### src/rtl/ysyx_lsu_resp.sv
// LSU responder: takes one EXU load/store request, runs a single-beat AXI4-Lite
// style read or write, and returns extended load data or store completion as a pulse.
module ysyx_lsu_resp #(
    parameter int BIT_W = 32
) (
    input  logic             clk,
    input  logic             rst,
    input  logic             exu_avalid,
    input  logic             exu_ren,
    input  logic             exu_wen,
    input  logic [BIT_W-1:0] exu_addr,
    input  logic [BIT_W-1:0] exu_wdata,
    input  logic [2:0]       exu_funct3,
    output logic [BIT_W-1:0] lsu_rdata_o,
    output logic             lsu_rvalid_o,
    output logic             lsu_wready_o,
    output logic             lsu_err_o,
    output logic [BIT_W-1:0] bus_araddr,
    output logic             bus_arvalid,
    input  logic             bus_arready,
    input  logic [BIT_W-1:0] bus_rdata,
    input  logic [1:0]       bus_rresp,
    input  logic             bus_rvalid,
    output logic             bus_rready,
    output logic [BIT_W-1:0] bus_awaddr,
    output logic             bus_awvalid,
    input  logic             bus_awready,
    output logic [BIT_W-1:0] bus_wdata,
    output logic [3:0]       bus_wstrb,
    output logic             bus_wvalid,
    input  logic             bus_wready,
    input  logic [1:0]       bus_bresp,
    input  logic             bus_bvalid,
    output logic             bus_bready
);

    typedef enum logic [2:0] {
        IDLE,
        RADDR,
        RDATA,
        WREQ,
        WRESP,
        DONE
    } state_t;

    state_t state, state_nxt;

    logic [BIT_W-1:0] addr_q;
    logic [BIT_W-1:0] wdata_q;
    logic [BIT_W-1:0] rdata_q;
    logic [3:0]       wstrb_q;
    logic [2:0]       f3_q;
    logic             load_q;
    logic             err_q;
    logic             aw_done;
    logic             w_done;

    logic             req;
    logic             req_bad;
    logic [1:0]       req_off;
    logic [3:0]       req_strb;
    logic             aw_fire;
    logic             w_fire;
    logic [BIT_W-1:0] lane;
    logic [BIT_W-1:0] load_ext;

    // Request decode: alignment and funct3 legality, evaluated only in IDLE.
    always_comb begin
        req_off  = exu_addr[1:0];
        req      = exu_avalid & (exu_ren | exu_wen);
        req_bad  = exu_ren & exu_wen;
        req_strb = 4'b1111;
        case (exu_funct3)
            3'b000, 3'b100: req_strb = 4'b0001 << req_off;
            3'b001, 3'b101: begin
                req_strb = 4'b0011 << req_off;
                if (req_off[0]) req_bad = 1'b1;
            end
            3'b010: begin
                req_strb = 4'b1111;
                if (req_off != 2'b00) req_bad = 1'b1;
            end
            default: req_bad = 1'b1;
        endcase
    end

    // Load lane select and extension use the latched request, not live EXU inputs.
    always_comb begin
        lane = bus_rdata >> {addr_q[1:0], 3'b000};
        case (f3_q)
            3'b000:  load_ext = {{(BIT_W-8){lane[7]}}, lane[7:0]};
            3'b001:  load_ext = {{(BIT_W-16){lane[15]}}, lane[15:0]};
            3'b100:  load_ext = {{(BIT_W-8){1'b0}}, lane[7:0]};
            3'b101:  load_ext = {{(BIT_W-16){1'b0}}, lane[15:0]};
            default: load_ext = lane;
        endcase
    end

    assign aw_fire = bus_awvalid & bus_awready;
    assign w_fire  = bus_wvalid & bus_wready;

    always_ff @(posedge clk or negedge rst) begin
        if (!rst) begin
            state <= IDLE;
        end else begin
            state <= state_nxt;
        end
    end

    always_comb begin
        state_nxt = state;
        case (state)
            IDLE: begin
                if (req) begin
                    if (req_bad)      state_nxt = DONE;
                    else if (exu_ren) state_nxt = RADDR;
                    else              state_nxt = WREQ;
                end
            end
            RADDR: if (bus_arready) state_nxt = RDATA;
            RDATA: if (bus_rvalid)  state_nxt = DONE;
            WREQ: begin
                if ((aw_done | aw_fire) & (w_done | w_fire)) state_nxt = WRESP;
            end
            WRESP: if (bus_bvalid) state_nxt = DONE;
            DONE:    state_nxt = IDLE;
            default: state_nxt = IDLE;
        endcase
    end

    always_ff @(posedge clk or negedge rst) begin
        if (!rst) begin
            addr_q  <= '0;
            wdata_q <= '0;
            rdata_q <= '0;
            wstrb_q <= '0;
            f3_q    <= '0;
            load_q  <= 1'b0;
            err_q   <= 1'b0;
            aw_done <= 1'b0;
            w_done  <= 1'b0;
        end else begin
            case (state)
                IDLE: begin
                    if (req) begin
                        addr_q  <= exu_addr;
                        wdata_q <= exu_wdata << {req_off, 3'b000};
                        wstrb_q <= req_strb;
                        f3_q    <= exu_funct3;
                        load_q  <= exu_ren;
                        err_q   <= req_bad;
                        aw_done <= 1'b0;
                        w_done  <= 1'b0;
                    end
                end
                RDATA: begin
                    if (bus_rvalid) begin
                        rdata_q <= load_ext;
                        err_q   <= (bus_rresp != 2'b00);
                    end
                end
                WREQ: begin
                    if (aw_fire) aw_done <= 1'b1;
                    if (w_fire)  w_done  <= 1'b1;
                end
                WRESP: begin
                    if (bus_bvalid) err_q <= (bus_bresp != 2'b00);
                end
                default: ;
            endcase
        end
    end

    // AW and W valids drop independently once their own handshake has happened.
    always_comb begin
        lsu_rdata_o  = rdata_q;
        lsu_rvalid_o = 1'b0;
        lsu_wready_o = 1'b0;
        lsu_err_o    = 1'b0;
        bus_araddr   = {addr_q[BIT_W-1:2], 2'b00};
        bus_awaddr   = {addr_q[BIT_W-1:2], 2'b00};
        bus_wdata    = wdata_q;
        bus_wstrb    = wstrb_q;
        bus_arvalid  = 1'b0;
        bus_rready   = 1'b0;
        bus_awvalid  = 1'b0;
        bus_wvalid   = 1'b0;
        bus_bready   = 1'b0;
        case (state)
            RADDR: bus_arvalid = 1'b1;
            RDATA: bus_rready  = 1'b1;
            WREQ: begin
                bus_awvalid = ~aw_done;
                bus_wvalid  = ~w_done;
            end
            WRESP: bus_bready = 1'b1;
            DONE: begin
                lsu_rvalid_o = load_q;
                lsu_wready_o = ~load_q;
                lsu_err_o    = err_q;
            end
            default: ;
        endcase
    end

endmodule

### config.mk
export PLATFORM = sky130hd
export DESIGN_NAME = ysyx_lsu_resp
export DESIGN_NICKNAME = d
export VERILOG_FILES = /design/src/rtl/ysyx_lsu_resp.sv
export SDC_FILE = /design/constraint.sdc
export NUM_CORES = 1
export LEC_CHECK = 0
export ABC_AREA = 1
export CAP_MARGIN = 20
export CORE_MARGIN = 8
export CORE_UTILIZATION = 25
export CTS_CLUSTER_DIAMETER = 100
export DETAILED_ROUTE_END_ITERATION = 8
export MAX_ROUTING_LAYER = met4
export PLACE_DENSITY = 0.55
export SLEW_MARGIN = 40
export SYNTH_ARGS = -nofsm -noshare
export SYNTH_HDL_FRONTEND = slang
export SYNTH_SLANG_ARGS = --single-unit
### constraint.sdc
create_clock -name clk -period 2.2 [get_ports clk]
set_clock_uncertainty 0.1 [all_clocks]
set_input_delay 0.66 -clock clk [delete_from_list [all_inputs] [get_ports clk]]
set_output_delay 0.66 -clock clk [all_outputs]
set_load 0.05 [all_outputs]
==> results of run 1 <==
[through the flow]
stage	setup TNS, ps	power [mW]
2_1_floorplan	0	10.56
3_3_place_gp	-2.617	13.05
3_5_place_dp	-2.533	13.10
4_1_cts	-61.33	14.93
5_1_grt	-19.10	15.74
6_report	0	14.83
[sequential cells by signal, indices dropped and copies added (netlist names), 3 cells and up]
name,count
bus_wdata,32
bus_wstrb,4
f3_q,3
lsu_rdata_o,32
addr_q,32
state,3
[synth_stat cells (all sizes together)]
master / count
nand2: 336
dfrtp: 110
buf: 89
nand3: 85
inv: 59
nor2: 44
o21ai: 36
or2: 26
clkbuf: 18
a21oi: 16
a31oi: 13
o31ai: 8
a22oi: 3
nand3b: 2
clkinv: 1
conb: 1
nand4: 1
nor3: 1
[cells in the final DEF (no fill, tap or decap)]
cell type,count
sky130_fd_sc_hd__inv_6,3
sky130_fd_sc_hd__clkinv_8,1
sky130_fd_sc_hd__inv_1,51
sky130_fd_sc_hd__nand2_1,332
sky130_fd_sc_hd__buf_12,17
sky130_fd_sc_hd__nor2_4,9
sky130_fd_sc_hd__nor2_2,1
sky130_fd_sc_hd__clkbuf_16,9
sky130_fd_sc_hd__dfrtp_2,2
sky130_fd_sc_hd__nand3b_1,2
sky130_fd_sc_hd__clkdlybuf4s50_1,111
sky130_fd_sc_hd__nand2_2,4
sky130_fd_sc_hd__nor2_1,34
sky130_fd_sc_hd__or2_2,14
sky130_fd_sc_hd__buf_4,164
sky130_fd_sc_hd__a21oi_1,16
sky130_fd_sc_hd__nand3_1,81
sky130_fd_sc_hd__o31ai_1,8
sky130_fd_sc_hd__dfrtp_1,108
sky130_fd_sc_hd__a22oi_1,3
sky130_fd_sc_hd__buf_6,1
sky130_fd_sc_hd__clkinv_1,1
sky130_fd_sc_hd__o21ai_0,36
sky130_fd_sc_hd__or2_1,7
sky130_fd_sc_hd__inv_2,8
sky130_fd_sc_hd__a31oi_1,13
sky130_fd_sc_hd__nor3_1,1
sky130_fd_sc_hd__nand3_2,3
sky130_fd_sc_hd__clkinv_4,2
sky130_fd_sc_hd__nand4_1,1
sky130_fd_sc_hd__or2_0,5
sky130_fd_sc_hd__clkinvlp_4,1
sky130_fd_sc_hd__conb_1,4
sky130_fd_sc_hd__nand3_4,1
[cells by family (layout without fill, tap and decap cells)]
family | after synthesis | count (layout) | share of synthesized area, %
flip-flops | 110 | 110 | 44.53
AO/OA/AOI/OAI | 76 | 76 | 6.862
AND/OR/NAND/NOR | 495 | 495 | 33.54
buffers and inverters | 167 | 369 | 15.00
other | 1 | 4 | 0.06067
[how the worst min path moves through the flow]
| stage | start | to | slack (ps) | depth (start not counted) |
|---|---|---|---|---|
| 2_1_floorplan | rst | addr_q[0]$_DFFE_PN0P_ | 260 | 0 |
| 3_3_place_gp | err_q$_DFFE_PN0P_ | err_q$_DFFE_PN0P_ | 370 | 2 |
| 3_5_place_dp | lsu_rdata_o[1]$_DFFE_PN0P_ | lsu_rdata_o[1]$_DFFE_PN0P_ | 370 | 2 |
| 4_1_cts | rst | lsu_rdata_o[1]$_DFFE_PN0P_ | 6 | 1 |
| 5_1_grt | rst | lsu_rdata_o[1]$_DFFE_PN0P_ | 8 | 1 |
| 6_report | rst | lsu_rdata_o[1]$_DFFE_PN0P_ | 20 | 1 |
[routing by layer]
metal	wire [um]	part of all wire, %	up-vias
li1	-	-	2994
met1	9678	44	2730
met2	10690	49	188
met3	1197	5.5	17
met4	305	1.4	0
met5	0	0	-
[power by group]
group / total, mW / internal [mW] / leakage, nW / switching (mW)
combinational: 9.48 / 2.90 / 3.06 / 6.57
sequential: 3.69 / 2.97 / 1.36 / 0.722
clock: 1.66 / 0.798 / 0.140 / 0.865
total: 14.8 / 6.67 / 4.56 / 8.16
[area by class of cell]
type | instances | area [um^2] | area share [%]
inverters | 60 | 225.2 | 2.514
flip-flops and latches | 110 | 2755 | 30.75
clock inverters | 7 | 67.56 | 0.7541
repair buffers | 293 | 2694 | 30.07
multi-input cells | 575 | 2587 | 28.88
clock buffers | 9 | 225.2 | 2.514
well taps | 324 | 405.4 | 4.525
[repair_timing]
item,CTS,global route
endpoints found under the setup margin,7,7
pin swaps,3,3
setup buffers,4,4
gates resized for setup,15,10
hold endpoints to repair,0,0
==> metrics.txt, run 1 <==
# TYPE chip_impl_metric gauge
chip_impl_info{name="outcome",value="finished, final reports clean"} 1
chip_impl_metric{name="slew_violations",unit=""} 0
chip_impl_metric{name="synth_seq_area_share",unit="%"} 44.53
chip_impl_metric{name="syn2layout_area_growth",unit="%"} 44.96
chip_impl_info{name="crit_path_start_kind",value="register"} 1
chip_impl_metric{name="worstSkewPairLatency",unit="ps"} 360
chip_impl_metric{name="globalRoute.totalOverflow",unit=""} 0
chip_impl_metric{name="synth-warning-count",unit=""} 0
chip_impl_metric{name="ant_nets_after_route",unit=""} 0
chip_impl_metric{name="critPathBufInv",unit=""} 3
chip_impl_metric{name="fin_util",unit="%"} 36.84
chip_impl_info{name="regToRegStartpoint",value="state[2]$_DFFE_PN0P_"} 1
chip_impl_metric{name="globalRouteMet1Util",unit="%"} 18.29
chip_impl_metric{name="htree_levels",unit=""} 3
chip_impl_metric{name="timing.critical_path.fanout_max",unit=""} 3
chip_impl_metric{name="timing_hold_violations_final",unit=""} 0
chip_impl_info{name="timing.rr.end",value="lsu_rdata_o[21]$_DFFE_PN0P_"} 1
chip_impl_info{name="grt_setup_unrepaired",value="yes"} 1
chip_impl_info{name="timing.setup.critical_path_class",value="register to output pin"} 1
chip_impl_metric{name="dp.cells",unit=""} 1354
chip_impl_metric{name="cell_area_after_synthesis",unit="um^2"} 6181
chip_impl_metric{name="num_antenna_cells",unit=""} 0
chip_impl_metric{name="sinks_on_the_clock_net",unit=""} 110
chip_impl_info{name="worst_hold_check_path_type",value="input pin to asynchronous set/reset pin"} 1
chip_impl_metric{name="r2r_setup_slack",unit="ps"} 490
chip_impl_metric{name="post_synth_inst_count",unit=""} 849
chip_impl_metric{name="io_pins",unit=""} 253
chip_impl_metric{name="final_cell_area",unit="um^2"} 8960
chip_impl_metric{name="whs",unit="ps"} 22.50
chip_impl_metric{name="maximum_root_to_sink_buffer_count",unit=""} 2
chip_impl_metric{name="holdBufCountCts",unit=""} 0
chip_impl_metric{name="drt_first_pass_iters",unit=""} 5
chip_impl_metric{name="postSynthRegisterBits",unit=""} 110
chip_impl_metric{name="design.final.nets",unit=""} 1162
chip_impl_metric{name="initial_antenna_violation_count",unit=""} 0
chip_impl_metric{name="drv.max_cap_violation_count",unit=""} 0
chip_impl_metric{name="layout_min_cycle_time",unit="ps"} 2149
chip_impl_metric{name="n_fill_cell",unit=""} 2517
chip_impl_info{name="crit_path_cell_trace",value="buf_4, nor2_4, nand2_2, inv_2, buf_12"} 1
chip_impl_metric{name="globalRouteMet2Util",unit="%"} 24.26
chip_impl_metric{name="worst-endpoint-required",unit="ps"} 1440
chip_impl_metric{name="max_stage_delay",unit="ps"} 430
chip_impl_metric{name="synthDistinctLibCells",unit=""} 29
chip_impl_metric{name="first_iter_violations",unit=""} 331
chip_impl_metric{name="post-route-drc-count",unit=""} 0
chip_impl_metric{name="path_clk_slew",unit="ps"} 80
chip_impl_metric{name="dieHeight",unit="um"} 173.2
chip_impl_metric{name="drive_above_1_share",unit="%"} 22.77
chip_impl_info{name="cts_root_buf",value="sky130_fd_sc_hd__clkbuf_16"} 1
chip_impl_metric{name="use_met3",unit="%"} 2.984
chip_impl_metric{name="place_ws",unit="ps"} -2.533
chip_impl_metric{name="critPathArrivalTime",unit="ps"} 1390
chip_impl_metric{name="grt_start_max_net_pins",unit=""} 44
chip_impl_info{name="critical_path.endpoint",value="bus_rready"} 1
chip_impl_metric{name="setup_ws",unit="ps"} 50.68
chip_impl_metric{name="postPlaceCellArea",unit="um^2"} 8531
chip_impl_metric{name="placeableCoreArea",unit="um^2"} 24320
chip_impl_metric{name="row_count",unit=""} 57
chip_impl_info{name="cpMaxStageDelayCell",value="sky130_fd_sc_hd__dfrtp_1"} 1
chip_impl_metric{name="dpl.hpwl",unit="um"} 17140
chip_impl_metric{name="initial_utilization",unit="%"} 25.42
chip_impl_metric{name="wl_per_cell",unit="um"} 15.87
chip_impl_metric{name="synth_largest_type_area_fraction",unit="%"} 44.53
chip_impl_info{name="globalRoute.busiestLayer",value="met2"} 1
chip_impl_metric{name="grt_pass1_wl",unit="um"} 34580
chip_impl_metric{name="reg2regPathDepth",unit=""} 8
chip_impl_info{name="timing.critical_path.from",value="state[2]$_DFFE_PN0P_"} 1
chip_impl_info{name="end_kind",value="output pin"} 1
chip_impl_metric{name="track_usage",unit="%"} 14.84
chip_impl_metric{name="place_congestion",unit=""} 0.8627
chip_impl_metric{name="finalWirelength",unit="um"} 21870
chip_impl_info{name="timing.critical_path.max_delay_family",value="flip-flops"} 1
chip_impl_metric{name="grt_pass1_vias",unit=""} 6000
chip_impl_metric{name="synth.avg_cell_area",unit="um^2"} 7.280
chip_impl_info{name="clock_tree_from_tritoncts",value="yes"} 1
chip_impl_metric{name="design.die.area",unit="um^2"} 30010
chip_impl_metric{name="power_per_cell_area",unit="nW/um^2"} 1655
chip_impl_info{name="synthTopCellsByArea",value="sky130_fd_sc_hd__dfrtp_1 (45%), sky130_fd_sc_hd__nand2_1 (20%), sky130_fd_sc_hd__buf_4 (8.3%)"} 1
chip_impl_metric{name="cts_buffers",unit=""} 9
chip_impl_metric{name="buffer_ports.inserted",unit=""} 248
chip_impl_info{name="synth_area_leader_cell",value="sky130_fd_sc_hd__dfrtp_1"} 1
chip_impl_metric{name="timing.critical_path.depth",unit=""} 5
chip_impl_metric{name="max-vdd-ir-drop",unit="mV"} 0.7240
chip_impl_metric{name="total_leakage_power",unit="nW"} 4.561
chip_impl_metric{name="achievable-frequency",unit="MHz"} 465.3
chip_impl_metric{name="routed_via_density",unit=""} 4.303
chip_impl_metric{name="die_w",unit="um"} 173.2
chip_impl_metric{name="final_min_period_over_clock_period",unit="%"} 97.70
chip_impl_metric{name="via_count",unit=""} 5929
chip_impl_metric{name="final_cell_count_no_fill",unit=""} 1378
chip_impl_metric{name="finalSetupViolations",unit=""} 0
No activity file was read; power rests on OpenSTA's default activity.
==> inputs of run 2 (changes only) <==
--- a/config.mk
+++ b/config.mk
@@ -6,7 +6,7 @@
 export NUM_CORES = 1
 export LEC_CHECK = 0
 export ABC_AREA = 1
-export CAP_MARGIN = 20
+export CAP_MARGIN = 25
 export CORE_MARGIN = 8
 export CORE_UTILIZATION = 25
 export CTS_CLUSTER_DIAMETER = 100
==> results of run 2 <==
Same layout as run 1: the final DEF is identical, and so are final timing and power.
==> inputs of run 3 (changes only) <==
--- a/config.mk
+++ b/config.mk
@@ -7,12 +7,14 @@
 export LEC_CHECK = 0
 export ABC_AREA = 1
 export CAP_MARGIN = 25
+export CORE_ASPECT_RATIO = 1.1
 export CORE_MARGIN = 8
 export CORE_UTILIZATION = 25
 export CTS_CLUSTER_DIAMETER = 100
 export DETAILED_ROUTE_END_ITERATION = 8
+export DONT_BUFFER_PORTS = 1
 export MAX_ROUTING_LAYER = met4
-export PLACE_DENSITY = 0.55
+export PLACE_DENSITY = 0.42
 export SLEW_MARGIN = 40
 export SYNTH_ARGS = -nofsm -noshare
 export SYNTH_HDL_FRONTEND = slang
==> run 3 against run 2 <==
Sequential power rose by 56%. The run now ends with hold timing left. Hold slack got worse by 130 ps. Clock power rose by 17%. Die area barely moved. Non-clock buffer count fell by 237. First-iteration DRC count rose by 13%. Register-to-register slack got worse by 140 ps. Final cell count fell by 18%. Largest cell class unchanged. Final area fell by 25%.
==> metrics.txt, run 3 (same netlist as run 1, synthesis figures left out) <==
# TYPE chip_impl_metric gauge
chip_impl_metric{name="achievable-frequency",unit="MHz"} 465.7
chip_impl_metric{name="dp.cells",unit=""} 1106
chip_impl_metric{name="io_pins",unit=""} 253
chip_impl_metric{name="initial_antenna_violation_count",unit=""} 0
chip_impl_info{name="cpMaxStageDelayCell",value="sky130_fd_sc_hd__dfrtp_2"} 1
chip_impl_metric{name="relSlewSlack",unit="%"} 58.01
chip_impl_metric{name="final_cell_area",unit="um^2"} 6716
chip_impl_info{name="regToRegStartpoint",value="state[2]$_DFFE_PN0P_"} 1
chip_impl_metric{name="row_count",unit=""} 60
chip_impl_metric{name="design.die.area",unit="um^2"} 30020
chip_impl_metric{name="fin_tns_setup",unit="ps"} 0
chip_impl_metric{name="globalRoute.totalOverflow",unit=""} 0
chip_impl_metric{name="design.final.nets",unit=""} 925
chip_impl_metric{name="power_per_cell_area",unit="nW/um^2"} 1956
chip_impl_metric{name="clock_power_share",unit="%"} 14.8
chip_impl_metric{name="maximum_root_to_sink_buffer_count",unit=""} 2
chip_impl_metric{name="drv.max_cap_violation_count",unit=""} 0
chip_impl_metric{name="place_congestion",unit=""} 0.8245
chip_impl_metric{name="post-layout-total-power",unit="mW"} 13.14
chip_impl_metric{name="ant_nets_after_route",unit=""} 0
chip_impl_metric{name="via_count",unit=""} 5053
chip_impl_info{name="timing.setup.critical_path_class",value="register to output pin"} 1
chip_impl_metric{name="finalWirelength",unit="um"} 20220
chip_impl_metric{name="finalSetupViolations",unit=""} 0
chip_impl_metric{name="buffer_ports.inserted",unit=""} 0
chip_impl_metric{name="dpl.hpwl",unit="um"} 14740
chip_impl_metric{name="post-route-drc-count",unit=""} 0
chip_impl_info{name="most_common_cell_after_layout_fill_and_taps_aside",value="sky130_fd_sc_hd__nand2_1"} 1
chip_impl_metric{name="sinks_on_the_clock_net",unit=""} 110
chip_impl_info{name="outcome",value="finished with violations"} 1
chip_impl_metric{name="worst-endpoint-required",unit="ps"} 1440
chip_impl_info{name="cts_root_buf",value="sky130_fd_sc_hd__clkbuf_16"} 1
chip_impl_metric{name="logic_gate_share_of_total_power",unit="%"} 41.4
chip_impl_metric{name="layout_min_cycle_time",unit="ps"} 2147
chip_impl_metric{name="placeableCoreArea",unit="um^2"} 24400
chip_impl_metric{name="postPlaceCellArea",unit="um^2"} 6279
chip_impl_metric{name="worst-slew-pin-transition",unit="ps"} 629.9
chip_impl_info{name="grt_setup_unrepaired",value="yes"} 1
chip_impl_metric{name="first_iter_violations",unit=""} 374
chip_impl_metric{name="place_ws",unit="ps"} 224.5
chip_impl_metric{name="final_cell_count_no_fill",unit=""} 1127
chip_impl_metric{name="whs",unit="ps"} -106.3
chip_impl_metric{name="timing.critical_path.fanout_max",unit=""} 7
chip_impl_info{name="most-common-layout-cells",value="sky130_fd_sc_hd__nand2_1 (333), sky130_fd_sc_hd__dfrtp_1 (108), sky130_fd_sc_hd__nand3_1 (81)"} 1
chip_impl_metric{name="path_clk_slew",unit="ps"} 80
chip_impl_info{name="crit_path_cell_trace",value="inv_2, nand3_1, nor2_1, buf_6"} 1
chip_impl_info{name="crit_path_start_kind",value="register"} 1
chip_impl_metric{name="wl_per_cell",unit="um"} 17.94
chip_impl_info{name="timing.critical_path.from",value="state[1]$_DFFE_PN0P_"} 1
chip_impl_metric{name="seq_power_share",unit="%"} 43.7
chip_impl_metric{name="drt_first_pass_iters",unit=""} 4
chip_impl_metric{name="fin_util",unit="%"} 27.53
chip_impl_info{name="end_kind",value="output pin"} 1
chip_impl_metric{name="htree_levels",unit=""} 3
chip_impl_metric{name="syn2layout_area_growth",unit="%"} 8.664
chip_impl_metric{name="slew_violations",unit=""} 0
chip_impl_metric{name="grt_pass1_vias",unit=""} 5094
chip_impl_metric{name="critPathArrivalTime",unit="ps"} 1390
chip_impl_info{name="clock_tree_from_tritoncts",value="yes"} 1
chip_impl_metric{name="worstSkewPairLatency",unit="ps"} 350
chip_impl_metric{name="internal_power",unit="mW"} 5.507
chip_impl_metric{name="initial_utilization",unit="%"} 25.33
chip_impl_metric{name="timing_hold_violations_final",unit=""} 110
chip_impl_metric{name="num_antenna_cells",unit=""} 0
chip_impl_metric{name="total_leakage_power",unit="nW"} 3.444
chip_impl_metric{name="drive_above_1_share",unit="%"} 13.34
chip_impl_metric{name="grt_pass1_wl",unit="um"} 31190
chip_impl_metric{name="dieHeight",unit="um"} 180.9
chip_impl_metric{name="netSwitchingPower",unit="mW"} 7.634
chip_impl_metric{name="setup_ws",unit="ps"} 52.82
chip_impl_metric{name="die_w",unit="um"} 165.9
chip_impl_metric{name="cts_buffers",unit=""} 9
chip_impl_metric{name="netSwitchingFraction",unit="%"} 58.09
chip_impl_metric{name="n_fill_cell",unit=""} 2680
chip_impl_metric{name="max-vdd-ir-drop",unit="mV"} 0.6688
chip_impl_metric{name="max_stage_delay",unit="ps"} 490
chip_impl_metric{name="final_min_period_over_clock_period",unit="%"} 97.60
chip_impl_metric{name="grt_start_max_net_pins",unit=""} 111
chip_impl_metric{name="routed_via_density",unit=""} 4.484
chip_impl_metric{name="track_usage",unit="%"} 13.73
chip_impl_info{name="failing_checks",value="hold timing"} 1
chip_impl_info{name="worst_hold_check_path_type",value="input pin to asynchronous set/reset pin"} 1
[run 3: final timing paths]
| check | endpoint | depth (start not counted) | slack (ps) |
|---|---|---|---|
| worst min register to register | addr_q[28]$_DFFE_PN0P_ | 2 | 370 |
| worst max-delay path | lsu_wready_o | 4 | 50 |
| worst min-delay path | lsu_rdata_o[11]$_DFFE_PN0P_ | 0 | -110 |
| min in group clk | bus_wdata[9]$_DFFE_PN0P_ | 1 | 300 |
| max in group asynchronous | addr_q[0]$_DFFE_PN0P_ | 0 | 1880 |
| worst max register to register | w_done$_DFFE_PN0P_ | 7 | 350 |
[run 3: power groups by stage]
stage	clock (mW)	sequential, mW	combinational (mW)
final	1.95	5.75	5.44
after global routing	2.11	5.90	5.98
after CTS	2.05	5.78	5.47
after detailed placement	0	5.82	5.38
after global placement	0	5.83	5.36
after floorplan	0	5.55	5.02
[run 3: area by class of cell]
class | count | area, um^2 | share of cell area, %
inverter | 60 | 236.5 | 3.521
multi-input combinational | 575 | 2540 | 37.82
tap | 310 | 387.9 | 5.775
clock buffer | 11 | 242.7 | 3.614
sequential | 110 | 2755 | 41.02
clock inverter | 5 | 106.4 | 1.583
timing repair buffer | 56 | 447.9 | 6.669
[run 3: critical path, delay by kind of cell, from the launching register on]
family                 cells  cell delay, ps
buffers and inverters      2             290
DFF                        1             490
and+or+nand+nor            2             260
[run 3: per-layer routing]
| metal | up-vias | wire length [um] | GRT usage (%) |
|---|---|---|---|
| met4 | 0 | 163 | 2.948 |
| met2 | 185 | 9769 | 22.34 |
| met5 | - | 0 | - |
| met3 | 13 | 2065 | 5.755 |
| met1 | 2324 | 8219 | 15.59 |
| li1 | 2531 | - | - |
[run 3: timing repair]
item	4_1_cts	5_1_grt
pin swaps	1	1
hold endpoints to repair	110	110
setup endpoints to repair	5	5
resized for setup	8	9
setup buffers	4	1
